**config.mk**
```make
export PLATFORM = sky130hd
export DESIGN_NAME = contador_palabras
export DESIGN_NICKNAME = d
export VERILOG_FILES = /design/src/rtl/contador_palabras.sv
export SDC_FILE = /design/constraint.sdc
export NUM_CORES = 1
export LEC_CHECK = 0
export CAP_MARGIN = 20
export CORE_MARGIN = 5
export CORE_UTILIZATION = 52
export CTS_CLUSTER_DIAMETER = 100
export DETAILED_ROUTE_END_ITERATION = 12
export PLACE_DENSITY = 0.76
export SLEW_MARGIN = 10
export SYNTH_ARGS = -nofsm -noshare
export SYNTH_HDL_FRONTEND = slang
export SYNTH_SLANG_ARGS = --single-unit
```
**constraint.sdc**
```tcl
create_clock -name clk -period 2.2 [get_ports clk]
set_clock_uncertainty 0.2 [all_clocks]
set_input_delay 0.44 -clock clk [delete_from_list [all_inputs] [get_ports clk]]
set_output_delay 0.44 -clock clk [all_outputs]
set_load 0.02 [all_outputs]
```
**src/rtl/contador_palabras.sv**
```systemverilog
// Word counter for the four output FIFOs plus a total, read back through a req/idx port.
// Optional macro CONTADOR_SATURATE_EN: counters saturate instead of wrapping.
module contador_palabras #(
  parameter int CNT_W = 8,
  parameter int IDX_W = 3
) (
  input  logic             clk,
  input  logic             reset,
  input  logic             Enable,
  input  logic [3:0]       pop_fifo_azules,
  input  logic [3:0]       empty_azules,
  input  logic             idle,
  input  logic             req,
  input  logic [IDX_W-1:0] idx,
  output logic [CNT_W-1:0] salida_contador,
  output logic             valid_contador
);

  typedef enum logic {RD_IDLE, RD_PEND} rd_state_t;

  rd_state_t        state;
  logic [IDX_W-1:0] pend_idx;
  logic [CNT_W-1:0] cnt [5];
  logic [3:0]       ev;
  logic [CNT_W-1:0] pc;
  logic [CNT_W:0]   tot_sum;

  // A pop on an empty FIFO moves no word, so it is not counted.
  assign ev = {4{Enable}} & pop_fifo_azules & ~empty_azules;
  assign pc = CNT_W'(ev[0]) + CNT_W'(ev[1]) + CNT_W'(ev[2]) + CNT_W'(ev[3]);
  assign tot_sum = {1'b0, cnt[4]} + {1'b0, pc};

  function automatic logic [CNT_W-1:0] rd_mux(input logic [IDX_W-1:0] i);
    case (i)
      IDX_W'(0): return cnt[0];
      IDX_W'(1): return cnt[1];
      IDX_W'(2): return cnt[2];
      IDX_W'(3): return cnt[3];
      IDX_W'(4): return cnt[4];
      default:   return '0;
    endcase
  endfunction

  // NOTE: the counter array is small and architecturally visible, so it is reset like any register.
  always_ff @(posedge clk or posedge reset) begin
    if (reset) begin
      for (int i = 0; i < 5; i++) cnt[i] <= '0;
    end else begin
      for (int i = 0; i < 4; i++) begin
`ifdef CONTADOR_SATURATE_EN
        if (ev[i] && cnt[i] != '1) cnt[i] <= cnt[i] + 1'b1;
`else
        if (ev[i]) cnt[i] <= cnt[i] + 1'b1;
`endif
      end
`ifdef CONTADOR_SATURATE_EN
      cnt[4] <= tot_sum[CNT_W] ? '1 : tot_sum[CNT_W-1:0];
`else
      cnt[4] <= tot_sum[CNT_W-1:0];
`endif
    end
  end

  // NOTE: non-blocking assignments make every read see the pre-increment counter value.
  always_ff @(posedge clk or posedge reset) begin
    if (reset) begin
      state           <= RD_IDLE;
      pend_idx        <= '0;
      salida_contador <= '0;
      valid_contador  <= 1'b0;
    end else begin
      valid_contador <= 1'b0;
      if (Enable) begin
        case (state)
          RD_IDLE: begin
            if (req && idle) begin
              salida_contador <= rd_mux(idx);
              valid_contador  <= 1'b1;
            end else if (req) begin
              pend_idx <= idx;
              state    <= RD_PEND;
            end
          end
          RD_PEND: begin
            // A request arriving in the serving cycle is dropped.
            if (idle) begin
              salida_contador <= rd_mux(pend_idx);
              valid_contador  <= 1'b1;
              state           <= RD_IDLE;
            end else if (req) begin
              pend_idx <= idx;
            end
          end
          default: state <= RD_IDLE;
        endcase
      end
    end
  end

endmodule

```
; ---- After elaboration in Yosys (flattened, before gate mapping)
; Cells that the tools add are included.
[classes]
addsub = 8
n_eq_ne = 12
muxes = 17
bitwise_logic = 4
n_reduce_logical = 5
[op_table]
columns = operator, count
row1 = $pmux W8 S5, 2
row2 = $add A8 B1 Y8 const B, 4
row3 = $mux W8, 2
row4 = $pmux W8 S2, 1
row5 = $eq A3 B2 Y1 const B, 4
row6 = $mux W3, 3
row7 = $add A8 B4 Y8, 1
row8 = $and A4 B4 Y4, 2
row9 = $ne A2 B2 Y1 const B, 4
row10 = $eq A3 B1 Y1 const B, 2
row11 = $eq A3 B3 Y1 const B, 2
row12 = $logic_not A3 Y1, 2
row13 = $mux W1, 6
row14 = $pmux W3 S2, 1
row15 = $reduce_and A3 Y1, 2
row16 = $add A3 B1 Y4, 1
row17 = $not A4 Y4, 1
row18 = $pmux W1 S2, 2
row19 = $add A2 B1 Y3, 1
row20 = $add A1 B1 Y2, 1
row21 = $logic_and A1 B1 Y1, 1
row22 = $not A1 Y1, 1
[totals]
reg_bits = 53
inputBits = 16
out_inout_bits = 9
wordCells = 55

; ---- Longest topological paths before layout
; Gate-level depths: netlist of run 1.
[logic_depth]
word_depth = 6
ltp_mapped = 10
ltp_nobuf = 9

; ---- Least setup slack after synthesis of run 1
; OpenSTA, ideal clock, no wires.
[synth_timing]
kind = input-to-reg
start = in Enable
end = reg cnt[4] (netlist bit)
setup_ps = 124
arrival_time_ps = 2272
required_time_ps = 1876
setup_slack_ps = -396
path_stages = 9
n_path_buf = 1
path_cell_list = buf_2 and3b_1 inv_2 fa_1 fa_1 inv_1 fa_1 nand3_1 xnor2_1
[synth_via]
elab_chain_len = 6
[synth_lines]
columns = item, line_no
row1 = "start, declared", 9  ; input logic Enable,
row2 = $and A4 B4 Y4 * (2 in series), 29  ; assign ev = {4{Enable}} & pop_fifo_azules & ~empty_azules;
row3 = $add A1 B1 Y2, 30  ; assign pc = CNT_W'(ev[0]) + CNT_W'(ev[1]) + CNT_W'(ev[2]) + CNT_W'(ev[3]);
row4 = $add A2 B1 Y3, 30
row5 = $add A3 B1 Y4 *, 30
row6 = $add A8 B4 Y8 *, 31  ; assign tot_sum = {1'b0, cnt[4]} + {1'b0, pc};
row7 = via tot_sum[4], 26  ; logic [CNT_W:0] tot_sum;
row8 = "end signal, assigned by index", 53  ; if (ev[i]) cnt[i] <= cnt[i] + 1'b1;
row9 = "end, declared", 23  ; logic [CNT_W-1:0] cnt [5];
; Mark *: on every way through the listed nets, which the timed path passes. The rest lies on a longest branch.
; A chain may end at the register's enable or synchronous reset.

; ---- Final worst setup path of run 1
[layout_timing]
start = in empty_azules[2]
end = reg cnt[7] (netlist bit)
[layout_via]
elab_chain_len = 5
[layout_lines]
columns = item, line_no
row1 = "start, declared", 11  ; input logic [3:0] empty_azules,
row2 = $not A4 Y4, 29
row3 = $and A4 B4 Y4, 29
row4 = $add A2 B1 Y3, 30
row5 = $add A3 B1 Y4, 30
row6 = $add A8 B4 Y8, 31
row7 = via tot_sum[7], 26
; The timed path passes the listed nets, and every way through them passes these cells.

==> impl_metrics.json, run 1 <==
{
  "status": "complete, no violations",
  "cts_buffers": 5,
  "synthCells": 280,
  "dp_hpwl_um": 5202,
  "antenna_found_initial": 0,
  "layout.nets": 357,
  "irDropWorstVdd_v": 0.0006421,
  "maxCapViolations": 0,
  "synth.avg_cell_area_um2": 10.71,
  "p_total_mw": 3.326,
  "async_reset_ff_frac": 1.000,
  "fp.dieH_um": 85.95,
  "yosysWarnings": 0,
  "rows": 27,
  "synth_nets": 304,
  "cts_max_level": 2,
  "clockBufferDepth": 2,
  "synth-seq-area-share": 0.4422,
  "crit_chain": "buf_6 > and3b_2 > inv_2 > fa_1 > fa_2 > nor2b_1 > o21a_1 > nand3_1 > xnor2_1",
  "detail_route.first_pass.iterations": 4,
  "initial_core_util": 0.5413,
  "cts_root_buffer": "clkbuf_8",
  "clk_latency_ns": 0.30,
  "synth-edff-count": 0,
  "fmax_mhz": 456.8,
  "required_ns": 2.19,
  "syn_area_um2": 2999,
  "finalSetupViolCount": 0,
  "hold_path_class": "in2async",
  "synth_area_leader_cell": "dfrtp_1",
  "tns_ns": 0,
  "clock_sink_count": 53,
  "max-slew-margin-rel": 0.5713,
  "grt-ovfl-total": 0,
  "synth_top_area_share": 0.4422,
  "layout.cells.non_filler": 406,
  "place_congestion": 0.8611,
  "synth_area_leaders": "dfrtp_1, mux2i_1, xnor2_1",
  "dr_total_vias": 2328,
  "critPathSlowestCell": "fa_1",
  "routed_wirelength_um": 7070,
  "grt_pass1_vias": 2387,
  "netlist_top_cells_count": "dfrtp_1, nand2_1, mux2i_1",
  "path_clk_slew_ns": 0.10,
  "multi_input_area_um2": 1592,
  "die_x_um": 85.95,
  "dieArea_um2": 7387,
  "track_usage": 0.2048,
  "grt_max_degree": 54,
  "final_core_util": 0.6592,
  "fillers": 449,
  "yosysUniqueCellTypes": 46,
  "grt_pass1_wl_um": 11940,
  "syn_to_final_growth_pct": 21.78,
  "io_buffers": 24,
  "synth_most_common_cell": "dfrtp_1",
  "worst_slew_pin_slew_ns": 0.6407,
  "vias_per_cell": 5.734,
  "routed_wire_length_per_instance_um": 17.41,
  "period_minus_slack_ns": 2.189,
  "finalCritPeriodShare": 0.9951,
  "crit_path_start_kind": "input port",
  "crit_type": "in2reg",
  "crit_path_max_fanout": 3,
  "cellPowerDensity_nw_per_um2": 910.6,
  "ys_ff_latch": 53,
  "crit_path_max_incr_delay_ns": 0.46,
  "antennaDiodeCount": 0,
  "io_pins": 25,
  "drive_gt1_frac": 0.2006,
  "first_iter_violations": 219,
  "rsz0062_at_grt": "yes",
  "timing.final.ws_setup_ns": 0.01076,
  "core_region_area_um2": 5540,
  "drv_slew": 0,
  "end_kind": "flop",
  "cts_tree": "done",
  "cp.arrival_ns": 2.17,
  "drtAntennaViolNets": 0,
  "regArea_um2": 1326,
  "drc": 0,
  "synth-main-ff-cell": "dfrtp_1",
  "leakagePower_nw": 1.678,
  "placedCellCount": 393,
  "dp_slack_ns": -0.8462,
  "final_hold_viol_count": 0
}
repair_timing:
item / in CTS / in global routing
hold buffers: 0 / 0
pin swaps: 9 / 9
buffers inserted: 2 / 3
hold endpoints to repair: 0 / 0
gates resized for setup: 20 / 3
setup endpoints to repair: 16 / 8
flip-flops by register name, summed over array words and instances, names as in the netlist:
name and cells:
pend_idx 3, salida_contador 8, cnt 40, valid_contador 1, state 1
critical path, delay by kind of cell:
family | cells | cell delay (ns)
buffers and inverters | 2 | 0.14
AND/OR/NAND/NOR | 3 | 0.47
XOR/XNOR | 1 | 0.14
adder cells (fa/ha/maj) | 2 | 0.82
AO/OA/AOI/OAI | 1 | 0.17
where the power goes:
part / leakage, nW / switching (mW) / internal (mW)
Sequential: 0.683 / 0.424 / 1.25
Combinational: 0.944 / 0.501 / 0.574
Clock: 0.0512 / 0.320 / 0.256
Total: 1.68 / 1.24 / 2.08
final timing paths:
| kind | slack, ns | endpoint | cells past startpoint | startpoint |
|---|---|---|---|---|
| setup / recovery | 0.01 | cnt[7] | 9 | empty_azules[2] |
| hold / removal | 0.29 | cnt[23] | 3 | reset |
| setup reg to reg | 0.09 | cnt[7] | 7 | cnt[0] |
| hold reg to reg | 0.32 | cnt[30] | 1 | cnt[30] |
| max in group asynchronous | 1.25 | cnt[34] | 3 | reset |
| min in group clk | 0.29 | state | 3 | Enable |
metrics by stage:
stage | cell area (µm²) | hold slack, ns
after floorplan | 3025 | 0.2576
after global placement | 3520 | 0.2974
after detailed placement | 3520 | 0.3054
after CTS | 3615 | 0.3091
after global routing | 3652 | 0.2872
final | 3652 | 0.2854
metal layers:
layer  global-route usage  wire length (µm)  vias up
met3              0.04611               350       12
li1                     -                 -     1110
met4              0.07338               118        0
met5                    0                 0        -
met2               0.3196              3424       59
met1               0.2798              3176     1147
final cells by class:
type / count / share of cell area
sequential: 53 / 0.3631
tap: 72 / 0.02467
multi-input combinational: 205 / 0.4358
clock inverter: 2 / 0.003768
timing repair buffer: 57 / 0.1387
inverter: 11 / 0.01131
clock buffer: 6 / 0.02261
cell usage in the layout (no fill, tap or decap), drive strengths merged, types with 7 or more instances in the layout:
master         instances
buf                   38
clkdlybuf4s50         19
dfrtp                 53
inv                   10
mux2                   9
mux2i                 24
nand2                 28
nand3                 13
nand3b                 7
nor2                  10
nor3                   8
o21a                   7
o21ai                  9
o2bb2ai                7
xnor2                 20
xor2                  14
logic make-up (layout without fill, tap and decap cells):
kind of cell	Yosys count	count (layout)	share of synthesized area
and+or+nand+nor	85	85	0.1519
DFF	53	53	0.4422
AOI/OAI and AO/OA	44	44	0.1101
xor gates and xnor gates	34	34	0.09929
muxes	34	34	0.1214
buffers and inverters	22	76	0.03421
adders and majority gates	8	8	0.04089
No activity file was read; power rests on OpenSTA's default activity.
==> inputs of run 2 (changes only) <==
--- a/config.mk
+++ b/config.mk
@@ -8,8 +8,8 @@
 export CAP_MARGIN = 20
 export CORE_MARGIN = 5
 export CORE_UTILIZATION = 52
-export CTS_CLUSTER_DIAMETER = 100
 export DETAILED_ROUTE_END_ITERATION = 12
+export HOLD_SLACK_MARGIN = 0.12
 export PLACE_DENSITY = 0.76
 export SLEW_MARGIN = 10
 export SYNTH_ARGS = -nofsm -noshare
==> results of run 2 <==
No change in the layout: final DEF, timing and power equal those of run 1.
